$ cat config.mk
export PLATFORM = sky130hd
export DESIGN_NAME = game_round_ctrl
export DESIGN_NICKNAME = d
export VERILOG_FILES = /design/src/rtl/game_pkg.sv /design/src/rtl/bcd_counter2.sv /design/src/rtl/game_round_ctrl.sv
export SDC_FILE = /design/constraint.sdc
export NUM_CORES = 1
export LEC_CHECK = 0
export ABC_AREA = 0
export BUFFER_PORTS_ARGS = -buffer_cell sky130_fd_sc_hd__buf_2
export CORE_MARGIN = 2
export CORE_UTILIZATION = 50
export CTS_CLUSTER_DIAMETER = 30
export DETAILED_ROUTE_END_ITERATION = 6
export GPL_TIMING_DRIVEN = 0
export PLACE_DENSITY = 0.71
export REMOVE_ABC_BUFFERS = 1
export SLEW_MARGIN = 20
export SYNTH_ARGS = -nofsm -noshare
export SYNTH_HDL_FRONTEND = slang
export SYNTH_SLANG_ARGS = --single-unit
$ cat constraint.sdc
create_clock -name Clck -period 3.1 [get_ports Clck]
set_input_delay 0.465 -clock Clck [delete_from_list [all_inputs] [get_ports Clck]]
set_output_delay 0.465 -clock Clck [all_outputs]
set_load 0.01 [all_outputs]
$ cat src/rtl/game_pkg.sv
//------------------------------------------------------------------------------
// game_pkg: state encoding, BCD limits and ARM default shared by the round logic.
// Revision: 1.0
//------------------------------------------------------------------------------
`default_nettype none

package game_pkg;

  typedef enum logic [1:0] {
    ST_IDLE = 2'd0,
    ST_ARM  = 2'd1,
    ST_RUN  = 2'd2,
    ST_DONE = 2'd3
  } state_t;

  localparam logic [3:0] BCD_MAX_TENS       = 4'd9;
  localparam logic [3:0] BCD_MAX_ONES       = 4'd9;
  localparam int         ARM_CYCLES_DEFAULT = 50_000_000;

endpackage

`default_nettype wire

$ cat src/rtl/bcd_counter2.sv
//------------------------------------------------------------------------------
// bcd_counter2: two-digit BCD counter saturating at 00 and 99; clr has priority.
// Revision: 1.0
//------------------------------------------------------------------------------
`default_nettype none

module bcd_counter2
  import game_pkg::*;
(
  input  logic       Clck,
  input  logic       reset,
  input  logic       inc,
  input  logic       dec,
  input  logic       clr,
  output logic [3:0] tens,
  output logic [3:0] ones
);

  logic [3:0] r_tens;
  logic [3:0] r_ones;

  always_ff @(posedge Clck) begin
    if (!reset || clr) begin
      r_tens <= 4'd0;
      r_ones <= 4'd0;
    end else if (inc) begin
      if (r_tens == BCD_MAX_TENS && r_ones == BCD_MAX_ONES) begin
        r_tens <= r_tens;
        r_ones <= r_ones;
      end else if (r_ones == BCD_MAX_ONES) begin
        r_ones <= 4'd0;
        r_tens <= r_tens + 4'd1;
      end else begin
        r_ones <= r_ones + 4'd1;
      end
    end else if (dec) begin
      if (r_tens == 4'd0 && r_ones == 4'd0) begin
        r_tens <= r_tens;
        r_ones <= r_ones;
      end else if (r_ones == 4'd0) begin
        r_ones <= BCD_MAX_ONES;
        r_tens <= r_tens - 4'd1;
      end else begin
        r_ones <= r_ones - 4'd1;
      end
    end
  end

  assign tens = r_tens;
  assign ones = r_ones;

endmodule

`default_nettype wire

$ cat src/rtl/game_round_ctrl.sv
//------------------------------------------------------------------------------
// game_round_ctrl: IDLE/ARM/RUN/DONE round sequencer with BCD score and best.
// Optional miss penalty: GAME_ROUND_CTRL_MISS_PENALTY_EN.  Revision: 1.0
//------------------------------------------------------------------------------
`default_nettype none

module game_round_ctrl
  import game_pkg::*;
#(
  parameter int ARM_CYCLES = ARM_CYCLES_DEFAULT
) (
  input  logic       Clck,
  input  logic       reset,
  input  logic       start_btn,
  input  logic       timer_signal,
  input  logic       hit,
  input  logic       miss,
  output logic       timer_reset,
  output logic       game_start,
  output logic       game_done,
  output logic [3:0] score_tens,
  output logic [3:0] score_ones,
  output logic [3:0] best_tens,
  output logic [3:0] best_ones,
  output logic [1:0] state
);

  localparam int            CW       = (ARM_CYCLES > 1) ? $clog2(ARM_CYCLES) : 1;
  localparam logic [CW-1:0] ARM_LAST = CW'(ARM_CYCLES - 1);

  state_t        r_state;
  state_t        w_state_next;
  logic [CW-1:0] r_arm_cnt;
  logic [CW-1:0] w_arm_cnt_next;
  logic          r_btn_q;
  logic          r_timer_reset;
  logic          r_game_start;
  logic          r_game_done;
  logic          r_round_end;
  logic [3:0]    r_best_tens;
  logic [3:0]    r_best_ones;
  logic          w_start_edge;
  logic          w_start_round;
  logic          w_in_run;
  logic          w_inc;
  logic          w_dec;

  assign w_start_edge = start_btn & ~r_btn_q;
  assign w_in_run     = (r_state == ST_RUN);

`ifdef GAME_ROUND_CTRL_MISS_PENALTY_EN
  assign w_inc = w_in_run & hit & ~miss;
  assign w_dec = w_in_run & miss & ~hit;
`else
  logic w_unused_miss;
  assign w_unused_miss = miss;
  assign w_inc         = w_in_run & hit;
  assign w_dec         = 1'b0;
`endif

  always_comb begin
    w_state_next   = r_state;
    w_arm_cnt_next = r_arm_cnt;
    w_start_round  = 1'b0;
    case (r_state)
      ST_IDLE, ST_DONE: begin
        if (w_start_edge) begin
          w_state_next   = ST_ARM;
          w_arm_cnt_next = '0;
          w_start_round  = 1'b1;
        end
      end
      ST_ARM: begin
        if (r_arm_cnt == ARM_LAST) begin
          w_state_next   = ST_RUN;
          w_arm_cnt_next = '0;
        end else begin
          w_arm_cnt_next = r_arm_cnt + 1'b1;
        end
      end
      ST_RUN: begin
        if (timer_signal) w_state_next = ST_DONE;
      end
      default: ;
    endcase
  end

  // Best is compared one cycle after RUN->DONE so the final-cycle hit is already in the score.
  always_ff @(posedge Clck) begin
    if (!reset) begin
      r_state       <= ST_IDLE;
      r_arm_cnt     <= '0;
      r_btn_q       <= 1'b1;
      r_timer_reset <= 1'b0;
      r_game_start  <= 1'b0;
      r_game_done   <= 1'b1;
      r_round_end   <= 1'b0;
      r_best_tens   <= 4'd0;
      r_best_ones   <= 4'd0;
    end else begin
      r_state       <= w_state_next;
      r_arm_cnt     <= w_arm_cnt_next;
      r_btn_q       <= start_btn;
      r_timer_reset <= w_start_round;
      r_game_start  <= (r_state == ST_RUN);
      r_game_done   <= (r_state == ST_DONE);
      r_round_end   <= w_in_run & timer_signal;
      if (r_round_end && ({score_tens, score_ones} > {r_best_tens, r_best_ones})) begin
        r_best_tens <= score_tens;
        r_best_ones <= score_ones;
      end
    end
  end

  bcd_counter2 u_score (
    .Clck  (Clck),
    .reset (reset),
    .inc   (w_inc),
    .dec   (w_dec),
    .clr   (w_start_round),
    .tens  (score_tens),
    .ones  (score_ones)
  );

  assign timer_reset = r_timer_reset;
  assign game_start  = r_game_start;
  assign game_done   = r_game_done;
  assign best_tens   = r_best_tens;
  assign best_ones   = r_best_ones;
  assign state       = r_state;

endmodule

`default_nettype wire

==> metrics.yaml, run 1 <==
outcome: "complete, no violations"
ctsLongestPathBuffers: 2
grt_usage_pct: 19.0
fp.dieH_um: 73.9
clockPowerShare_pct: 34.0
rsz0062_at_grt: "false"
synthArstFlopShare_pct: 0
post-place-ws_ns: 0.546
power_frac_seq_pct: 50.1
fin_util_pct: 57.7
clock_latency_ns: 0.31
wl_met1_mm: 2.50
period_needed_ns: 2.54
routed_wl_mm: 5.00
drive_above_1_share_pct: 11.5
regArea_um2: 981
core_area_mm2: 0.00472
post_dp_cell_area_mm2: 0.00261
p_switching_mw: 0.386
tightest_slew_ns: 0.908
fill_cells: 430
whs_ns: 0.366
yosysTopAreaCell: "dfxtp_1"
slew_violations: 0
start_util_pct: 51.7
final_area_mm2: 0.00273
worstHoldPathType: "in -> reg"
num_io_pins: 27
instances_no_fill: 379
setup_slack_ns: 0.555
cp.arrival_ns: 2.73
min_period_over_period_pct: 82.1
ir_drop_uv: 223
ys_top_cells_by_area: "dfxtp_1 (40%), ha_1 (7.7%), xor2_1 (7.2%)"
grt_antenna_before_repair: 0
overflow: 0
hold_viol: 0
pwr-share-comb_pct: 15.9
cts.repair.resized: 0
synth.distinct_cells: 43
clock_skew_ns: 0.0130
numPortBuffers: 25
swShare_pct: 28.6
synth-main-ff-cell: "dfxtp_1"
startpoint_type: "register"
cts-buffers-inserted: 5
highest_layer: "met4"
fin_nets: 332
power_density_mw_per_mm2: 495
num_rows: 25
gp_congestion: 0.818
num_antenna_cells: 0
syn_to_final_growth_pct: 11.6
grt_pass1_vias: 1824
power_leakage_nw: 1.02
critical_path_required_ns: 3.28
synth_area_mm2: 0.00244
post-dp-hpwl_mm: 3.51
maxCapViolations: 0
die_area_mm2: 0.00546
maxSlewHeadroom_pct: 37.9
cts_tree: "built"
power_mw: 1.35
yosysTopAreaCellShare_pct: 40.1
postCtsHoldBufs: 0
synth_enable_flop_cells: 0
grt_pass1_wl_mm: 8.16
p_int_mw: 0.964
syn_inst: 286
critPathMaxFanout: 8
setup_violations: 0
max_freq_mhz: 393
dr.pass1.iters: 5
post_cts_buffers: 0
yosysSeqAreaShare_pct: 40.1
grt_max_degree: 20
chipWidth_um: 73.9
ant_nets: 0
clk_pin_slew_ns: 0.10
avgViaCountPerCell: 5.55
vias: 2104
multi_input_area_mm2: 0.00137
cts_sinks: 49
wl_met3_um: 174
crit_type: "reg -> reg"
dr_wl_met2_mm: 2.28
drc_errors: 0
yosys_warnings: 0
fin_setup_tns_ns: 0
clock-root-buffer: "clkbuf_8"
syn_avg_cell_area_um2: 8.54
dp_cells: 371
cts_htree_levels: 2
yosys_register_bits: 49
routedWlPerCell_um: 13.2
drt_iter0_drc: 131
end_kind: "register"
## worst paths after layout
path                            slack (ns)                      start                    endpoint  depth (start not counted)
worst max-delay path                  0.56      state[0]$_SDFFE_PN0P_  r_arm_cnt[14]$_SDFFE_PN0P_                          7
worst min-delay path                  0.37                  start_btn          r_btn_q$_SDFF_PN1_                          2
worst max register to register        0.56      state[0]$_SDFFE_PN0P_  r_arm_cnt[14]$_SDFFE_PN0P_                          7
worst min register to register        0.48  best_tens[1]$_SDFFE_PN0P_   best_tens[1]$_SDFFE_PN0P_                          2
## synth_stat cells (4+ instances only)
library cell / instances
inv_1: 14
xor2_1: 20
ha_1: 15
dfxtp_1: 49
nand2b_1: 4
nand2_1: 21
nand4_1: 14
nor2_1: 29
nor4_1: 4
and3_1: 5
nand3_1: 21
clkbuf_1: 5
a21oi_1: 22
o21ai_0: 15
## critical path, stage by stage, from the launching register on
cell       delay, ns
dfxtp_1         0.45
inv_1           0.07
ha_1            0.34
nand3b_1        0.26
a2111oi_0       0.88
nand4_1         0.20
xor2_1          0.17
nor2_1          0.05
## area by class of cell
class / count / area share (%)
Clock buffer: 5 / 2.52
Clock inverter: 3 / 1.70
Inverter: 15 / 2.07
Multi-Input combinational cell: 215 / 50.1
Sequential cell: 49 / 36.0
Tap cell: 67 / 3.07
Timing Repair Buffer: 25 / 4.59
## registers in the layout (all words and copies together), names as in the netlist
signal / cells
u_score.ones: 4
r_arm_cnt: 26
r_round_end: 1
u_score.tens: 4
best_ones: 4
timer_reset: 1
game_start: 1
best_tens: 4
game_done: 1
r_btn_q: 1
state: 2
## power groups by stage
stage | clock, mW | sequential (mW) | combinational (mW)
CTS | 0.478 | 0.677 | 0.214
finish | 0.459 | 0.676 | 0.214
global route | 0.502 | 0.682 | 0.242
floorplan | 0 | 0.695 | 0.138
global placement | 0 | 0.690 | 0.209
detailed placement | 0 | 0.691 | 0.213
## routing by layer
metal,track usage (%),vias to the layer above
li1,-,1074
met1,24.7,982
met2,31.3,41
met3,4.66,7
met4,5.45,0
met5,0,-
## layout by cell type (no fill, tap or decap), types with 4 or more instances in the layout
cell      synthesis  final
and3_1            5      5
o21ai_0          15     15
ha_1             15     15
clkbuf_8          0      5
nand3_1          21     21
dfxtp_1          49     49
buf_2             0     25
nor4_1            4      4
nand2_1          21     21
a21oi_1          22     22
nand2b_1          4      4
xor2_1           20     20
nand4_1          14     14
inv_1            14     14
nor2_1           29     29
## cells by family after synthesis
group                      after synthesis  share of synthesized area [%]
AOI/OAI and AO/OA                       54                           13.4
xor gates and xnor gates                22                           7.89
adders and majority gates               15                           7.68
buffers and inverters                   22                           3.99
DFF                                     49                           40.1
muxes                                    1                          0.410
and+or+nand+nor                        123                           26.5
Power figures use the tool's default switching activity.
==> inputs of run 2 (changes only) <==
- clock period: 3.1 -> 2.6 ns (I/O delays scaled with it)
==> run 2 against run 1 <==
Against the previous run:
- combinational power rose by 22%
- clock-buffer cell count unchanged
- total power up 20%
- final area grew 0.69%
- die area did not move
- hold slack worse by 0.073 ns
- critical endpoint is now r_arm_cnt[21]$_SDFFE_PN0P_
==> metrics.yaml, run 2 (same netlist as run 1, synthesis figures left out) <==
layout_commonest_cell: "dfxtp_1"  # unchanged
cp_slowest_cell: "or4_1"  # was a2111oi_0
regToRegSetupSlack_ns: 0.18  # was 0.56 ns
clock_skew_ns: 0.0118  # was 0.0130 ns
maxSlewHeadroom_pct: 42.8  # was 37.9%
cp-endpoint: "r_arm_cnt[21]$_SDFFE_PN0P_"  # was r_arm_cnt[14]$_SDFFE_PN0P_
cts-buffers-inserted: 5  # unchanged
ctsLongestPathBuffers: 2  # unchanged
clock-root-buffer: "clkbuf_8"  # unchanged
critical_path.startpoint: "r_arm_cnt[0]$_SDFFE_PN0P_"  # was state[0]$_SDFFE_PN0P_
fin_setup_tns_ns: 0  # unchanged
chipWidth_um: 73.9  # unchanged
overflow: 0  # unchanged
post-dp-hpwl_mm: 3.51  # unchanged
slew_violations: 0  # unchanged
r2r-start: "r_arm_cnt[0]$_SDFFE_PN0P_"  # was state[0]$_SDFFE_PN0P_
post_dp_cell_area_mm2: 0.00261  # unchanged
die_area_mm2: 0.00546  # unchanged
drive_above_1_share_pct: 12.2  # was 11.5%
start_util_pct: 51.7  # unchanged
path_depth: 6  # was 7
registers.top_by_ff_count: "r_arm_cnt"  # unchanged
period_needed_ns: 2.42  # was 2.54 ns
numPortBuffers: 25  # unchanged
fin_nets: 332  # unchanged
crit_chain: "ha_1, nand2_2, or4_1, o21a_1, o21ai_4, nor2_1"  # was inv_1, ha_1, nand3b_1, a2111oi_0, nand4_1, xor2_1, nor2_1
outcome: "complete, no violations"  # unchanged
num_rows: 25  # unchanged
largest_reg_flops: 26  # unchanged
postCtsHoldBufs: 0  # unchanged
ir_drop_uv: 264  # was 223 uV
grt_usage_pct: 19.0  # unchanged
reg2reg_to: "r_arm_cnt[21]$_SDFFE_PN0P_"  # was r_arm_cnt[14]$_SDFFE_PN0P_
crit_type: "reg -> reg"  # unchanged
post_cts_buffers: 0  # unchanged
num_antenna_cells: 0  # unchanged
routed_wl_mm: 5.07  # was 5.00 mm
core_area_mm2: 0.00472  # unchanged
globalRouteMet3Util_pct: 4.66  # unchanged
r2r.worst_path.cells: 6  # was 7
worstHoldPathType: "in -> reg"  # unchanged
setup_violations: 0  # unchanged
clock_latency_ns: 0.30  # was 0.31 ns
critPathMaxFanout: 19  # was 8
power_leakage_nw: 1.02  # about the same
syn_to_final_growth_pct: 12.3  # was 11.6%
critical_path_required_ns: 2.77  # was 3.28 ns
num_io_pins: 27  # unchanged
dr.pass1.iters: 6  # was 5
grt_antenna_before_repair: 0  # unchanged
final_area_mm2: 0.00275  # was 0.00273 mm^2
drc_errors: 0  # unchanged
tightest_slew_ns: 0.846  # was 0.908 ns
maxCapViolations: 0  # unchanged
path_buf_inv: 0  # was 1
vias: 2097  # was 2104
startpoint_type: "register"  # unchanged
cts_sinks: 49  # unchanged
min_period_over_period_pct: 93.2  # was 82.1%
routedWlPerCell_um: 13.4  # was 13.2 um
end_kind: "register"  # unchanged
avgViaCountPerCell: 5.53  # was 5.55
cp.arrival_ns: 2.59  # was 2.73 ns
hold_depth: 2  # unchanged
path_delay_family: "compound AO/OA/AOI/OAI gates"  # unchanged
critPathMaxStageDelay_ns: 0.56  # was 0.88 ns
busiest_layer: "met2"  # unchanged
groute.layer.met2.usage_pct: 31.3  # unchanged
grt_pass1_vias: 1824  # unchanged
final_cell_mix: "dfxtp_1 (49), nor2_1 (29), buf_2 (25)"  # unchanged
max_freq_mhz: 413  # was 393 MHz
grt_pass1_wl_mm: 8.16  # unchanged
ant_nets: 0  # unchanged
cts_htree_levels: 2  # unchanged
power_density_mw_per_mm2: 588  # was 495 mW/mm^2
fill_cells: 427  # was 430
hold_viol: 0  # unchanged
use_met1_pct: 24.7  # unchanged
cts_tree: "built"  # unchanged
clk_pin_slew_ns: 0.09  # was 0.10 ns
fp.dieH_um: 73.9  # unchanged
drt_iter0_drc: 109  # was 131
gp_congestion: 0.818  # unchanged
grt_max_degree: 20  # unchanged
==> run 2: power breakdown <==
group / leakage (nW) / internal, mW / switching (mW) / total, mW
Combinational: 0.570 / 0.0841 / 0.178 / 0.262
Sequential: 0.396 / 0.777 / 0.0290 / 0.806
Clock: 0.0543 / 0.288 / 0.259 / 0.547
Total: 1.02 / 1.15 / 0.466 / 1.62
==> run 2: how the worst min path moves through the flow <==
stage	startpoint	to	slack, ns
final	start_btn	r_btn_q$_SDFF_PN1_	0.29
after CTS	start_btn	r_btn_q$_SDFF_PN1_	0.28
after global routing	start_btn	r_btn_q$_SDFF_PN1_	0.27
after floorplan	r_arm_cnt[6]$_SDFFE_PN0P_	r_arm_cnt[6]$_SDFFE_PN0P_	0.45
after global placement	best_tens[2]$_SDFFE_PN0P_	best_tens[2]$_SDFFE_PN0P_	0.47
after detailed placement	best_tens[1]$_SDFFE_PN0P_	best_tens[1]$_SDFFE_PN0P_	0.48
==> run 2: metrics by stage <==
step | utilization (%) | setup WS [ns] | total power [mW] | hold WS, ns | instances
floorplan | - | 0.464 | 0.994 | 0.448 | 279
global placement | 55.3 | 0.0805 | 1.07 | 0.472 | 371
detailed placement | 55.3 | 0.0458 | 1.08 | 0.480 | 371
CTS | 57.7 | 0.0149 | 1.63 | 0.282 | 379
global route | 58.1 | -0.0123 | 1.71 | 0.275 | 379
finish | 58.1 | 0.176 | 1.62 | 0.293 | 379
==> run 2: final cells by class <==
type | count | area, um^2 | share of cell area, %
multi-input combinational | 215 | 1380 | 50.4
tap | 67 | 83.8 | 3.05
clock buffer | 5 | 68.8 | 2.51
inverter | 15 | 56.3 | 2.05
clock inverter | 3 | 46.3 | 1.69
timing repair buffer | 25 | 125 | 4.56
sequential | 49 | 981 | 35.7
==> run 2: worst register-to-register path, cell delays in order, from the launching register on <==
cell	delay (ns)
dfxtp_1	0.40
ha_1	0.25
nand2_2	0.12
or4_1	0.56
o21a_1	0.34
o21ai_4	0.51
nor2_1	0.11
==> run 2: what timing repair did <==
item / in CTS / in global routing
gates resized for setup: 0 / 4
endpoints found under the setup margin: 0 / 8
hold endpoints to repair: 0 / 0
==> run 2: per-layer routing <==
metal	vias up	part of all wire [%]	wire length (um)
li1	1066	-	-
met4	0	0.75	38
met2	42	47	2380
met1	984	48	2430
met3	5	4.3	216
met5	-	0	0
==> inputs of run 3 (changes only) <==
- clock period: 2.6 -> 2.65 ns (I/O delays scaled with it)
==> run 3 against run 2 <==
Against the previous run:
- register-to-register slack better by 0.06 ns
- final cell count unchanged
- hold slack better by 0.0065 ns
- via count down 0.14%
- clock power down 2%
- sequential power down 2%
==> metrics.yaml, run 3 (same netlist as run 1, synthesis figures left out) <==
startpoint_type: "register"  # unchanged
p_int_mw: 1.13  # was 1.15 mW
cts_tree: "built"  # unchanged
vias: 2094  # was 2097
die_area_mm2: 0.00546  # unchanged
critical_path_required_ns: 2.82  # was 2.77 ns
crit_type: "reg -> reg"  # unchanged
power_leakage_nw: 1.02  # about the same
clock-root-buffer: "clkbuf_8"  # unchanged
tightest_slew_ns: 0.841  # was 0.846 ns
clk_pin_slew_ns: 0.09  # about the same
min_period_over_period_pct: 91.1  # was 93.2%
regArea_um2: 981  # unchanged
core_area_mm2: 0.00472  # unchanged
routed_wl_mm: 5.05  # was 5.07 mm
drc_errors: 0  # unchanged
cp.arrival_ns: 2.58  # was 2.59 ns
fp.dieH_um: 73.9  # unchanged
grt_antenna_before_repair: 0  # unchanged
registers.top_by_ff_count: "r_arm_cnt"  # unchanged
final_area_mm2: 0.00273  # was 0.00275 mm^2
clock_latency_ns: 0.30  # about the same
maxCapViolations: 0  # unchanged
p_switching_mw: 0.454  # was 0.466 mW
gp_congestion: 0.818  # unchanged
post_cts_buffers: 0  # unchanged
grt_usage_pct: 19.0  # unchanged
multi_input_area_mm2: 0.00137  # was 0.00138 mm^2
power_frac_seq_pct: 50.0  # was 49.9%
fin_nets: 332  # unchanged
cts-buffers-inserted: 5  # unchanged
swShare_pct: 28.7  # was 28.8%
grt_pass1_vias: 1824  # unchanged
drt_iter0_drc: 121  # was 109
num_io_pins: 27  # unchanged
pwr-share-comb_pct: 16.0  # was 16.2%
grt_pass1_wl_mm: 8.16  # unchanged
routedWlPerCell_um: 13.3  # was 13.4 um
ctsLongestPathBuffers: 2  # unchanged
critPathMaxFanout: 19  # unchanged
maxSlewHeadroom_pct: 43.1  # was 42.8%
dr.pass1.iters: 4  # was 6
worstHoldPathType: "in -> reg"  # unchanged
start_util_pct: 51.7  # unchanged
chipWidth_um: 73.9  # unchanged
rsz0062_at_grt: "false"
fill_cells: 429  # was 427
drive_above_1_share_pct: 11.9  # was 12.2%
cts_htree_levels: 2  # unchanged
ant_nets: 0  # unchanged
final_cell_mix: "dfxtp_1 (49), nor2_1 (29), buf_2 (25)"  # unchanged
whs_ns: 0.299  # was 0.293 ns
hold_viol: 0  # unchanged
slew_violations: 0  # unchanged
largest_reg_flops: 26  # unchanged
clockPowerShare_pct: 34.0  # was 33.9%
post_dp_cell_area_mm2: 0.00261  # unchanged
layout_commonest_cell: "dfxtp_1"  # unchanged
end_kind: "register"  # unchanged
max_freq_mhz: 414  # was 413 MHz
period_needed_ns: 2.41  # was 2.42 ns
power_mw: 1.58  # was 1.62 mW
ir_drop_uv: 259  # was 264 uV
post-dp-hpwl_mm: 3.51  # unchanged
overflow: 0  # unchanged
cts_sinks: 49  # unchanged
avgViaCountPerCell: 5.53  # about the same
setup_violations: 0  # unchanged
fin_setup_tns_ns: 0  # unchanged
power_density_mw_per_mm2: 579  # was 588 mW/mm^2
grt_max_degree: 20  # unchanged
outcome: "complete, no violations"  # unchanged
num_rows: 25  # unchanged
numPortBuffers: 25  # unchanged
syn_to_final_growth_pct: 11.8  # was 12.3%
clock_skew_ns: 0.0121  # was 0.0118 ns
dp_cells: 371  # unchanged
instances_no_fill: 379  # unchanged
num_antenna_cells: 0  # unchanged
## run 3: cell counts in the layout (fill, tap and decap cells not counted)
Identical to the previous run, type by type.
## run 3: worst max-delay path, stage by stage, from the launching register on
cell and delay (ns):
dfxtp_1 0.40, ha_1 0.25, nand2_2 0.12, or4_1 0.55, o21a_1 0.34, o21ai_4 0.52
nor2_1 0.10
## run 3: path summary, 6_finish.rpt
kind / startpoint / to / slack (ns) / cells past startpoint
worst max register to register: r_arm_cnt[0]$_SDFFE_PN0P_ / r_arm_cnt[21]$_SDFFE_PN0P_ / 0.24 / 6
worst max-delay path: r_arm_cnt[0]$_SDFFE_PN0P_ / r_arm_cnt[21]$_SDFFE_PN0P_ / 0.24 / 6
worst min register to register: best_tens[1]$_SDFFE_PN0P_ / best_tens[1]$_SDFFE_PN0P_ / 0.49 / 2
worst min-delay path: start_btn / r_btn_q$_SDFF_PN1_ / 0.30 / 2
## run 3: what timing repair did
item | in CTS | in global routing
endpoints found under the hold margin | 0 | 0
gates resized for setup | 0 | 2
hold buffers | 0 | 0
endpoints found under the setup margin | 0 | 6
## run 3: layer usage
| layer | vias to the layer above | share of wire, % | track usage [%] |
|---|---|---|---|
| met1 | 982 | 48 | 24.7 |
| met2 | 36 | 47 | 31.3 |
| met5 | - | 0 | 0 |
| li1 | 1070 | - | - |
| met3 | 6 | 3.5 | 4.66 |
| met4 | 0 | 0.95 | 5.45 |
## run 3: stage by stage
step / util, % / setup slack (ns)
final: 57.9 / 0.235
after global routing: 57.9 / 0.0119
after CTS: 57.7 / 0.0649
after detailed placement: 55.3 / 0.0958
after global placement: 55.3 / 0.130
after floorplan: - / 0.514
## run 3: power by group through the flow
stage | combinational, mW | sequential, mW | clock [mW]
finish | 0.253 | 0.791 | 0.538
global route | 0.284 | 0.798 | 0.587
CTS | 0.251 | 0.792 | 0.559
detailed placement | 0.249 | 0.809 | 0
global placement | 0.245 | 0.807 | 0
floorplan | 0.162 | 0.813 | 0
## run 3: final cells by class
type	count	share of cell area [%]
tap	67	3.07
clock buffer	5	2.52
timing repair buffer	25	4.58
inverter	15	2.06
sequential	49	35.9
clock inverter	3	1.69
multi-input combinational	215	50.2
